### src/rtl/demux_scan_ctrl.sv
// Scan controller for a 1x4 demultiplexer: serialises a latched 4-bit word onto
// channels a..d, holding each channel for DWELL cycles with break-before-make selects.
module demux_scan_ctrl #(
  parameter int DWELL = 4,
  parameter int CNT_W = 8
) (
  input  logic             clk,
  input  logic             rst,
  input  logic             start,
  input  logic             mode_cont,
  input  logic [3:0]       data_in,
  output logic             y,
  output logic             S_0,
  output logic             S_1,
  output logic             busy,
  output logic             done,
  output logic [CNT_W-1:0] frame_cnt
);

  localparam logic [1:0] ST_IDLE  = 2'd0;
  localparam logic [1:0] ST_SETUP = 2'd1;
  localparam logic [1:0] ST_DRIVE = 2'd2;

  localparam int              DW_W       = (DWELL > 1) ? $clog2(DWELL) : 1;
  localparam logic [DW_W-1:0] DWELL_LAST = DW_W'(DWELL - 1);

  if (DWELL < 1) begin : g_dwell_check
    $error("demux_scan_ctrl: DWELL must be at least 1");
  end

  logic [1:0]      state;
  logic [3:0]      shadow;
  logic [1:0]      ch;
  logic [DW_W-1:0] dwell_cnt;

  // The channel index doubles as the registered select; it is parked at 0 in IDLE.
  assign S_0 = ch[0];
  assign S_1 = ch[1];

  // NOTE: every register here uses non-blocking assignment so all updates see
  // the pre-edge values; blocking writes would make later statements read new state.
  always_ff @(posedge clk or posedge rst) begin
    if (rst) begin
      state     <= ST_IDLE;
      y         <= 1'b0;
      ch        <= 2'd0;
      busy      <= 1'b0;
      done      <= 1'b0;
      frame_cnt <= '0;
      shadow    <= 4'd0;
      dwell_cnt <= '0;
    end else begin
      done <= 1'b0;
      case (state)
        ST_IDLE: begin
          if (start) begin
            shadow <= data_in;
            ch     <= 2'd0;
            busy   <= 1'b1;
            state  <= ST_SETUP;
          end
        end

        ST_SETUP: begin
          y         <= shadow[ch];
          dwell_cnt <= '0;
          state     <= ST_DRIVE;
        end

        ST_DRIVE: begin
          if (dwell_cnt != DWELL_LAST) begin
            dwell_cnt <= dwell_cnt + DW_W'(1);
          end else begin
            // y drops together with any select change, so selects never move under a high y.
            y <= 1'b0;
            if (ch != 2'd3) begin
              ch    <= ch + 2'd1;
              state <= ST_SETUP;
            end else begin
              frame_cnt <= frame_cnt + CNT_W'(1);
              done      <= 1'b1;
              ch        <= 2'd0;
              if (mode_cont) begin
                shadow <= data_in;
                state  <= ST_SETUP;
              end else begin
                busy  <= 1'b0;
                state <= ST_IDLE;
              end
            end
          end
        end

        default: begin
          state <= ST_IDLE;
          y     <= 1'b0;
          ch    <= 2'd0;
          busy  <= 1'b0;
        end
      endcase
    end
  end

endmodule

### config.mk
export PLATFORM = sky130hd
export DESIGN_NAME = demux_scan_ctrl
export DESIGN_NICKNAME = d
export VERILOG_FILES = /design/src/rtl/demux_scan_ctrl.sv
export SDC_FILE = /design/constraint.sdc
export NUM_CORES = 1
export LEC_CHECK = 0
export CAP_MARGIN = 20
export CORE_MARGIN = 4
export CORE_UTILIZATION = 49
export CTS_BUF_LIST = sky130_fd_sc_hd__clkbuf_16
export CTS_CLUSTER_SIZE = 16
export DETAILED_ROUTE_END_ITERATION = 10
export HOLD_SLACK_MARGIN = 0.03
export PLACE_DENSITY = 0.77
export SETUP_SLACK_MARGIN = 0.3
export SLEW_MARGIN = 30
export SYNTH_ARGS = -nofsm -noshare
export SYNTH_HDL_FRONTEND = slang
export SYNTH_SLANG_ARGS = --single-unit
### constraint.sdc
create_clock -name clk -period 1.8 [get_ports clk]
set_input_delay 0.54 -clock clk [delete_from_list [all_inputs] [get_ports clk]]
set_output_delay 0.54 -clock clk [all_outputs]
set_load 0.02 [all_outputs]
* Word level (Yosys, flattened, before mapping)
Index checks and enable logic that the tools add are counted.
** Word-level totals
- Flip-flop bits (word level) :: 21
- Input bits :: 8
- Word-level logic and storage cells :: 64
- Output and inout port bits :: 13
** Operators by class
- Reduce and logical (&&, ||, !) cells :: 10
- Equal/unequal tests :: 10
- Add/subtract/negate cells :: 3
- Bitwise operators :: 4
- Muxes and demuxes :: 28
- Order comparisons :: 1
** Operators by type and width (count)
- two-way mux 4 bit :: 4
- inequality test 2 bit (second input constant) :: 8
- two-way mux 2 bit :: 6
- case mux 2 bit (3 select lines) :: 2
- two-way mux 1 bit :: 11
- AND reduction 5 bit :: 2
- adder 8 x 1 -> 8 bit (second input constant) :: 1
- case mux 4 bit (2 select lines) :: 1
- case mux 1 bit (3 select lines) :: 2
- AND reduction 2 bit :: 3
- AND reduction 3 bit :: 2
- adder 2 x 1 -> 2 bit (second input constant) :: 2
- NOT 1 bit :: 4
- case mux 2 bit (2 select lines) :: 1
- nonzero test 2 bit :: 2
- less-than comparator 2 x 3 -> 1 bit (second input constant) :: 1
- binary-select mux 1 bit (select 2 bit) :: 1
- equality test 2 x 1 -> 1 bit (second input constant) :: 1
- equality test 2 bit (second input constant) :: 1
- logical NOT 2 bit :: 1

* Longest topological paths before layout
Gate-level depths: netlist of run 1.
- Depth in word-level cells :: 4
- Depth in mapped cells :: 6
- Gate-level depth less buffers :: 5

* Worst setup path before layout of run 1
Ideal clock, no wire load.
- Path type :: register to register
- Start :: register ch[0]
- End :: register shadow[0]
- Slack :: 0.148 ns
- Buffers on the path :: 0
- Period minus slack after synthesis :: 1.652 ns
- Cell stages (with the launch flop) :: 5
- Arrival time :: 1.527 ns
- Required time :: 1.675 ns
- Setup time :: 0.125 ns
- Cells stage by stage :: dfrtp_1 -> ha_1 -> nand4_1 -> a21oi_2 -> mux2_2
** Between the ends
- Cells in the longest elaborated chain, start to end :: 3
** Ends and longest elaborated chain
- start, declared :: RTL line 33 : logic [1:0] ch;
- start signal, assigned :: RTL line 77 : ch <= ch + 2'd1;
- inequality test 2 bit :: RTL line 76 : if (ch != 2'd3) begin
- inequality test 2 bit (no source line)
- AND reduction 5 bit (no source line)
- end signal, assigned :: RTL line 57 : shadow <= data_in;
- end signal, assigned :: RTL line 84 : shadow <= data_in;
- end, declared :: RTL line 32 : logic [3:0] shadow;
Every way passes these cells.
A chain may end at the register's enable or synchronous reset.

* Worst setup path after layout of run 1
- Start :: register frame_cnt[3]
- End :: output frame_cnt[3]
** RTL lines
- start, declared :: RTL line 17 : output logic [CNT_W-1:0] frame_cnt
- start signal, assigned :: RTL line 80 : frame_cnt <= frame_cnt + CNT_W'(1);
No word-level cell between the ends.

==> results of run 1 <==
==> stage by stage <==
stage          instances  worst slack, ns
2_1_floorplan         92            0.344
3_3_place_gp         140          -0.0453
3_5_place_dp         140           -0.124
4_1_cts              148            0.205
5_1_grt              153            0.279
6_report             153            0.326
==> synthesized netlist by cell type (3+ instances only) <==
master    instances  area share, %
o21ai_0           5            2.4
inv_1             5            1.8
ha_1              4            4.8
o211ai_1          4            2.9
xnor2_1           3            2.5
xor2_1            4            3.4
nor2_1            3            1.1
mux2i_1           3            2.9
mux2_2            4            4.3
nand2_1          12            4.3
dfrtp_1          21             51
a21oi_1           3            1.4
==> final cells by class <==
cell class / instances / area (um2) / area share [%]
clock buffer: 3 / 75.1 / 5.21
tap: 27 / 33.8 / 2.35
sequential: 21 / 528 / 36.7
multi-input combinational: 62 / 508 / 35.3
inverter: 5 / 18.8 / 1.30
clock inverter: 1 / 3.75 / 0.261
timing repair buffer: 34 / 273 / 18.9
==> flip-flops by register name, summed over array words and instances (netlist names) <==
signal / count
frame_cnt: 8
y: 1
dwell_cnt: 2
busy: 1
ch: 2
shadow: 4
done: 1
state: 2
==> per-layer routing <==
metal / track usage, % / part of all wire [%] / up-vias
li1: - / - / 390
met4: 8.71 / 1.7 / 0
met5: 0 / 0 / -
met3: 4.16 / 3.2 / 5
met1: 22.3 / 44 / 391
met2: 26.4 / 51 / 10
==> logic make-up (layout without fill, tap and decap cells) <==
kind of cell | Yosys count | in the layout | share of synthesized area, %
XOR/XNOR | 7 | 7 | 5.90
flip-flops | 21 | 21 | 50.6
AO/OA/AOI/OAI | 16 | 16 | 9.40
adder cells (fa/ha/maj) | 4 | 4 | 4.82
AND/OR/NAND/NOR | 27 | 27 | 15.4
multiplexers | 8 | 8 | 9.40
buffers and inverters | 9 | 43 | 4.46
==> how the worst min path moves through the flow <==
stage	cells past startpoint	start	endpoint
6_report	1	frame_cnt[7]	frame_cnt[7]
5_1_grt	1	frame_cnt[7]	frame_cnt[7]
4_1_cts	1	frame_cnt[7]	frame_cnt[7]
3_5_place_dp	1	frame_cnt[7]	frame_cnt[7]
3_3_place_gp	1	frame_cnt[7]	frame_cnt[7]
2_1_floorplan	1	shadow[2]	shadow[2]
==> power groups by stage <==
stage / logic (mW) / registers [mW] / clock network (mW)
floorplan: 0.390 / 0.709 / 0
CTS: 0.581 / 0.727 / 0.469
finish: 0.569 / 0.728 / 0.454
global placement: 0.508 / 0.723 / 0
global route: 0.628 / 0.751 / 0.501
detailed placement: 0.534 / 0.730 / 0
==> repair_timing <==
item / in CTS / in global routing
setup buffers: 4 / 5
setup endpoints to repair: 17 / 14
resized for setup: 38 / 8
pin swaps: 3 / 1
==> results.tsv, run 1 <==
stage	metric	value	unit
synth	ys.flop_type	dfrtp_1	
synth	yosysSeqAreaShare	50.6	%
setup_path	cp_num_buf_inv	1	
routing	vias	796	
sta	drv_slew	0	
clock_tree	cts_buffer_depth	2	
sta	skew	0.00142	ns
pwr	switching_power	0.567	mW
clock_tree	cts_tree	yes	
clock_tree	clk_latency	0.25	ns
sta	slew_headroom	70.5	%
setup_path	slowest_stage	dfrtp_1	
placed_design	placed_area	1300	um2
sta	setup_viol	0	
setup_path	reg2reg_to	frame_cnt[7]	
setup_path	max_stage_delay	0.41	ns
routing	drt-vias-per-instance	5.20	
grt	grt_pass1_wl	3460	um
die	start_util	52.4	%
synth	synth_edf_count	0	
pwr	clock_power_share	25.9	%
cells_and_area	synthToLayoutAreaGrowth	38.7	%
routing	avgRoutedWirePerCell	14.1	um
cells_and_area	layout.nets	139	
min_path	hp-class	reg -> reg	
setup_path	rrSetupSlack	0.37	ns
sta	hold_viol_final	0	
setup_path	path_cells	clkdlybuf4s15_2	
setup_path	cp_top_family	flip-flops	
pwr	ir_drop	965	uV
cells_and_area	layout_common_cells	dfrtp_1, buf_4, nand2_1	
pwr	p_seq_share	41.6	%
clock_tree	root_buffer	clkbuf_16	
grt	grt_pass1_vias	768	
placed_design	dp_hpwl	1450	um
grt	grtUsageTotal	17.1	%
sta	period_needed	1.47	ns
pwr	power_density	1220	nW/um2
die	pin_count	21	
cells_and_area	final_common_cell	dfrtp_1	
die	die_w	54.0	um
pwr	p_sw_share	32.4	%
grt	overflow	0	
routing	drc	0	
synth	netlist_area	1040	um2
die	die_height	54.0	um
setup_path	crit_path_end	frame_cnt[3]	
clock_tree	cts_num_sinks	21	
routing	initialDrtViolationCount	8	
pwr	p_int	1.18	mW
setup_path	worst_r2r_path_depth	5	
sta	tightestPinTransition	0.442	ns
clock_tree	htree_levels	1	
routing	wirelength	2160	um
pwr	power_frac_comb	32.5	%
placed_design	gp_congestion	0.836	
synth	synthCells	92	
sta	fmax	678	MHz
synth	async_reset_ff_share	100	%
grt	antenna_found_initial	0	
synth	ys_warn_count	0	
routing	drtPass1Iterations	4	
sta	final_min_period_over_clock_period	81.9	%
sta	setup_tns	0	ns
grt	grt_max_degree	22	
clock_tree	cts.clk_slew.worst_paths	0.05	ns
die	rows	16	
pwr	power.leakage	0.707	nW
setup_path	critical_path.max_fanout	4	
setup_path	arrival	0.93	ns
synth	synth_seq_cells	21	
setup_path	endpoint_kind	primary output	
clock_tree	cts_buffers	3	
cells_and_area	finalInstanceArea	1440	um2
setup_path	crit_required	1.26	ns
setup_path	timing.rr.start	ch[0]	
setup_path	criticalPathCategory	reg -> out	
setup_path	critPathLaunch	frame_cnt[3]	
setup_path	cp.depth	1	
die	core_area	1980	um2
sta	grt_setup_unrepaired	true	
cells_and_area	drive_above_1_share	33.3	%
synth	avgSynthCellArea	11.3	um2
pwr	power	1.75	mW
cells_and_area	antennaDiodeCount	0	
setup_path	worstSetupStartpointType	register	
outcome	status	complete, no violations	
routing	ant_nets	0	
synth	synth.distinct_cells	28	
sta	timing.hold.ws	0.476	ns
synth	syn_nets	104	
cells_and_area	nFillCells	123	
clock_tree	cts_hold_buf	0	
run	drv_cap	0	
placed_design	portBuffers	20	
die	die_area	2920	um2
cells_and_area	final_core_util	72.7	%
Power figures use the tool's default switching activity.
==> inputs of run 2 (changes only) <==
clock period = 1.45 ns   (was 1.8 ns; I/O delays follow)
==> run 2 against run 1 <==
The flow now finishes with violations (negative setup slack); via count is 22% higher; sequential power up 25%; worst setup slack worse by 0.38 ns; clock skew is 0.0013 ns higher; clock power up 26%; wire length grew 52%; sequential share of layout area shrank 5.7 points; clock-buffer cell count is the same; global-route usage grew 6.6 points; non-clock buffer count rose by 20; first-iteration DRC count grew to 6.5 times the previous value; final cell count increased by 13%; critical endpoint is now shadow[2]; largest cell class is now multi-input combinational cells; largest power group is now combinational cells.
==> results.tsv, run 2 (synthesized netlist as in run 1, its figures left out) <==
stage	metric	value	unit	change
setup_path	worst_r2r_path_depth	4		-1
pwr	power.leakage	0.867	nW	+23%
run	drv_cap	0		unchanged
sta	tightestPinTransition	0.268	ns	-0.174 ns
routing	wirelength	3280	um	+52%
die	die_area	2920	um2	unchanged
sta	drv_slew	0		unchanged
routing	ant_nets	0		unchanged
placed_design	dp_hpwl	1620	um	+12%
sta	period_needed	1.50	ns	
setup_path	critical_path.max_fanout	4		unchanged
outcome	status	finished with violations		
sta	setup_viol	5		+5
cells_and_area	drive_above_1_share	52.7	%	+19 points
cells_and_area	final_common_cell	buf_4		
grt	grtUsageTotal	23.7	%	+6.6 points
routing	initialDrtViolationCount	52		+44
clock_tree	cts_tree	yes		
setup_path	crit_required	1.59	ns	+0.33 ns
pwr	power_density	1490	nW/um2	+23%
sta	skew	0.00275	ns	+0.00134 ns
placed_design	portBuffers	20		unchanged
clock_tree	htree_levels	1		unchanged
clock_tree	cts_hold_buf	0		unchanged
die	start_util	52.4	%	unchanged
routing	avgRoutedWirePerCell	18.9	um	+35%
die	pin_count	21		unchanged
cells_and_area	finalInstanceArea	1720	um2	+19%
clock_tree	cts_num_sinks	21		unchanged
clock_tree	cts.clk_slew.worst_paths	0.05	ns	about the same
sta	hold_viol_final	0		unchanged
die	die_w	54.0	um	unchanged
setup_path	criticalPathCategory	reg -> reg		
placed_design	gp_congestion	0.844		+1.1%
cells_and_area	largest_reg_flops	8		unchanged
cells_and_area	layout_common_cells	buf_4, buf_6, dfrtp_1		
setup_path	reg2reg_to	shadow[2]		
routing	drc	0		unchanged
sta	fmax	666	MHz	
pwr	ir_drop	1300	uV	+35%
grt	overflow	0		unchanged
sta	slew_headroom	82.1	%	+12 points
clock_tree	root_buffer	clkbuf_16		
setup_path	arrival	1.64	ns	+0.71 ns
cells_and_area	layout.nets	159		+14%
cells_and_area	largest_registers	frame_cnt: 8 flops, shadow: 4 flops		
die	rows	16		unchanged
placed_design	placed_area	1410	um2	+8.8%
routing	drt-vias-per-instance	5.60		+7.5%
grt	grt_max_degree	22		unchanged
setup_path	worstSetupStartpointType	register		
clock_tree	cts_buffers	3		unchanged
setup_path	rrSetupSlack	-0.05	ns	-0.42 ns
routing	drtPass1Iterations	4		unchanged
sta	grt_setup_unrepaired	true		
clock_tree	cts_buffer_depth	2		unchanged
sta	final_min_period_over_clock_period	104	%	
cells_and_area	antennaDiodeCount	0		unchanged
cells_and_area	nFillCells	84		-32%
die	core_area	1980	um2	unchanged
sta	setup_ws	-0.0518	ns	-0.378 ns
cells_and_area	largest-register	frame_cnt		
clock_tree	clk_latency	0.25	ns	about the same
outcome	violations	negative setup slack		
cells_and_area	synthToLayoutAreaGrowth	65.4	%	
placed_design	preCtsSetupSlack	-0.347	ns	-0.223 ns
min_path	hp-class	in -> async		
die	die_height	54.0	um	unchanged
routing	vias	968		+22%
grt	grt_pass1_wl	4790	um	+38%
setup_path	timing.rr.start	ch[0]		
grt	grt_pass1_vias	1006		+31%
setup_path	endpoint_kind	register		
grt	antenna_found_initial	0		unchanged
-- run 2: report_power, final --
group          internal, mW  switching (mW)
Combinational         0.600           0.485
Clock                 0.367           0.203
Sequential            0.742           0.165
-- run 2: timing repair --
action	CTS	global route
pin swaps	6	12
endpoints found under the setup margin	33	34
cloned	0	0
resized for setup	85	20
buffers inserted	10	6
-- run 2: routing by layer --
layer	global-route usage, %	wire length [um]
met1	26.9	1280
met3	5.82	166
met5	0	0
met2	41.5	1740
met4	10.8	98
-- run 2: worst max-delay path: stages (launching register included) --
cell and delay [ns]:
dfrtp_2 0.41, ha_4 0.16, nand4_1 0.20, a21oi_4 0.29, mux2_4 0.32
-- run 2: metrics by stage --
step                      TNS, ns  std cells  total power [mW]  hold WS (ns)  util (%)
after floorplan                 0         92              1.37         0.411         -
after detailed placement    -1.36        153              1.64         0.464      71.2
final                      -0.211        173              2.56         0.521      86.7
after CTS                       0        167              2.39         0.510      81.8
after global placement      -1.32        153              1.60         0.456      71.2
after global routing       -0.301        173              2.69         0.536      86.7
-- run 2: area by class of cell --
type	count	area, um2	share of cell area (%)
repair buffers	54	488	28.4
multi-input cells	62	567	33.0
inverters	5	18.8	1.09
clock buffers	3	75.1	4.37
clock inverters	1	3.75	0.218
flip-flops and latches	21	532	31.0
well taps	27	33.8	1.97
-- run 2: worst max path at each step --
stage | startpoint | slack [ns] | end
floorplan | ch[0] | 0.002 | shadow[0]
global placement | mode_cont | -0.33 | shadow[3]
detailed placement | mode_cont | -0.35 | shadow[1]
CTS | dwell_cnt[0] | 0.02 | shadow[1]
global route | ch[0] | -0.06 | shadow[3]
finish | ch[0] | -0.05 | shadow[2]
==> inputs of run 3 (changes only) <==
MAX_ROUTING_LAYER = met4   (was not set)
==> run 3 against run 2 <==
The flow still finishes with violations (negative setup slack); largest cell class unchanged; maximum frequency rose by 0.33%; register-to-register slack about the same; combinational power barely moved.
==> results.tsv, run 3 (synthesized netlist as in run 1, its figures left out) <==
stage	metric	value	unit	change
grt	antenna_found_initial	0		unchanged
die	die_w	54.0	um	unchanged
routing	drt-vias-per-instance	5.72		+2.3%
sta	period_needed	1.50	ns	-0.00488 ns
grt	grt_max_degree	22		unchanged
sta	setup_ws	-0.0470	ns	+0.00488 ns
pwr	p_seq_share	35.4	%	about the same
clock_tree	cts.clk_slew.worst_paths	0.05	ns	about the same
routing	wirelength	3270	um	-0.27%
sta	skew	0.00253	ns	-0.000216 ns
clock_tree	root_buffer	clkbuf_16		
cells_and_area	layout.nets	159		unchanged
clock_tree	cts_tree	yes		
pwr	ir_drop	1290	uV	-0.42%
die	pin_count	21		unchanged
pwr	power_density	1490	nW/um2	-0.17%
sta	timing.hold.ws	0.517	ns	-0.00411 ns
sta	slew_headroom	81.7	%	-0.34 points
sta	fmax	668	MHz	+0.33%
grt	grtUsageTotal	24.4	%	+0.68 points
cells_and_area	drive_above_1_share	52.7	%	unchanged
sta	tightestPinTransition	0.273	ns	+0.00507 ns
sta	hold_viol_final	0		unchanged
grt	overflow	0		unchanged
placed_design	preCtsSetupSlack	-0.347	ns	unchanged
cells_and_area	largest-register	frame_cnt		
routing	drtPass1Iterations	4		unchanged
outcome	violations	negative setup slack		
min_path	hp-class	reg -> reg		
grt	grt_pass1_wl	4800	um	+0.29%
sta	final_min_period_over_clock_period	103	%	-0.34 points
die	die_height	54.0	um	unchanged
pwr	clock_power_share	22.2	%	about the same
routing	ant_nets	0		unchanged
setup_path	crit_required	1.59	ns	about the same
clock_tree	cts_hold_buf	0		unchanged
die	core_area	1980	um2	unchanged
placed_design	dp_hpwl	1620	um	unchanged
clock_tree	clk_latency	0.25	ns	about the same
sta	drv_slew	0		unchanged
pwr	switching_power	0.850	mW	-0.35%
cells_and_area	layout_common_cells	buf_4, buf_6, dfrtp_1		
setup_path	worstSetupStartpointType	register		
cells_and_area	synthToLayoutAreaGrowth	65.4	%	unchanged
sta	setup_viol	5		unchanged
die	die_area	2920	um2	unchanged
placed_design	portBuffers	20		unchanged
setup_path	critical_path.max_fanout	4		unchanged
routing	drc	0		unchanged
pwr	power_frac_comb	42.4	%	about the same
outcome	status	finished with violations		
routing	vias	990		+2.3%
setup_path	arrival	1.63	ns	about the same
run	drv_cap	0		unchanged
pwr	power.leakage	0.867	nW	about the same
pwr	p_int	1.71	mW	about the same
clock_tree	cts_buffer_depth	2		unchanged
cells_and_area	largest_registers	frame_cnt: 8 flops, shadow: 4 flops		
routing	initialDrtViolationCount	52		unchanged
clock_tree	htree_levels	1		unchanged
placed_design	gp_congestion	0.858		+1.6%
setup_path	criticalPathCategory	reg -> reg		
cells_and_area	nFillCells	84		unchanged
pwr	p_sw_share	33.2	%	-0.058 points
cells_and_area	largest_reg_flops	8		unchanged
routing	avgRoutedWirePerCell	18.9	um	-0.27%
setup_path	endpoint_kind	register		
cells_and_area	antennaDiodeCount	0		unchanged
clock_tree	cts_num_sinks	21		unchanged
die	rows	16		unchanged
grt	grt_pass1_vias	1011		+0.50%
sta	grt_setup_unrepaired	true		
die	start_util	52.4	%	unchanged
cells_and_area	final_common_cell	buf_4		
clock_tree	cts_buffers	3		unchanged
## run 3: cell counts in the layout (fill, tap and decap cells not counted)
Identical to the previous run, type by type.
## run 3: path summary, 6_finish.rpt
check	startpoint	endpoint	slack [ns]	depth (start not counted)
min in group asynchronous	rst	shadow[2]	0.53	3
max in group asynchronous	rst	state[0]	0.68	3
setup reg to reg	ch[0]	shadow[2]	-0.05	4
setup / recovery	ch[0]	shadow[2]	-0.05	4
hold / removal	shadow[3]	shadow[3]	0.52	1
hold reg to reg	shadow[3]	shadow[3]	0.52	1
## run 3: worst max-delay path: stages, from the launching register on
cell	delay (ns)
dfrtp_2	0.41
ha_4	0.16
nand4_1	0.20
a21oi_4	0.28
mux2_4	0.32
## run 3: per-stage QoR
stage	area (um2)	utilization, %	instances	total power [mW]	TNS [ns]
after floorplan	1070	-	92	1.37	0
after CTS	1620	81.8	167	2.39	0
final	1720	86.7	173	2.56	-0.193
after global routing	1720	86.7	173	2.69	-0.310
after global placement	1410	71.2	153	1.60	-1.32
after detailed placement	1410	71.2	153	1.64	-1.36
## run 3: layout make-up
class | instances | area, um2 | share of cell area, %
well taps | 27 | 33.8 | 1.97
clock buffers | 3 | 75.1 | 4.37
inverters | 5 | 18.8 | 1.09
multi-input cells | 62 | 567 | 33.0
clock inverters | 1 | 3.75 | 0.218
flip-flops and latches | 21 | 532 | 31.0
repair buffers | 54 | 488 | 28.4
## run 3: timing repair
item,CTS,global route
pin swaps,6,11
setup buffers,10,6
gates resized for setup,85,20
setup endpoints to repair,33,34
## run 3: power by group through the flow
stage | clock (mW) | sequential [mW] | combinational (mW)
finish | 0.567 | 0.906 | 1.09
CTS | 0.579 | 0.881 | 0.933
global placement | 0 | 0.883 | 0.713
floorplan | 0 | 0.880 | 0.490
detailed placement | 0 | 0.894 | 0.743
global route | 0.612 | 0.917 | 1.16
## run 3: routing by layer
metal	GRT usage [%]	wire length (um)	up-vias
met5	-	0	-
met4	10.8	99	0
met3	5.54	186	11
met2	41.7	1760	53
met1	26.9	1220	496
li1	-	-	430
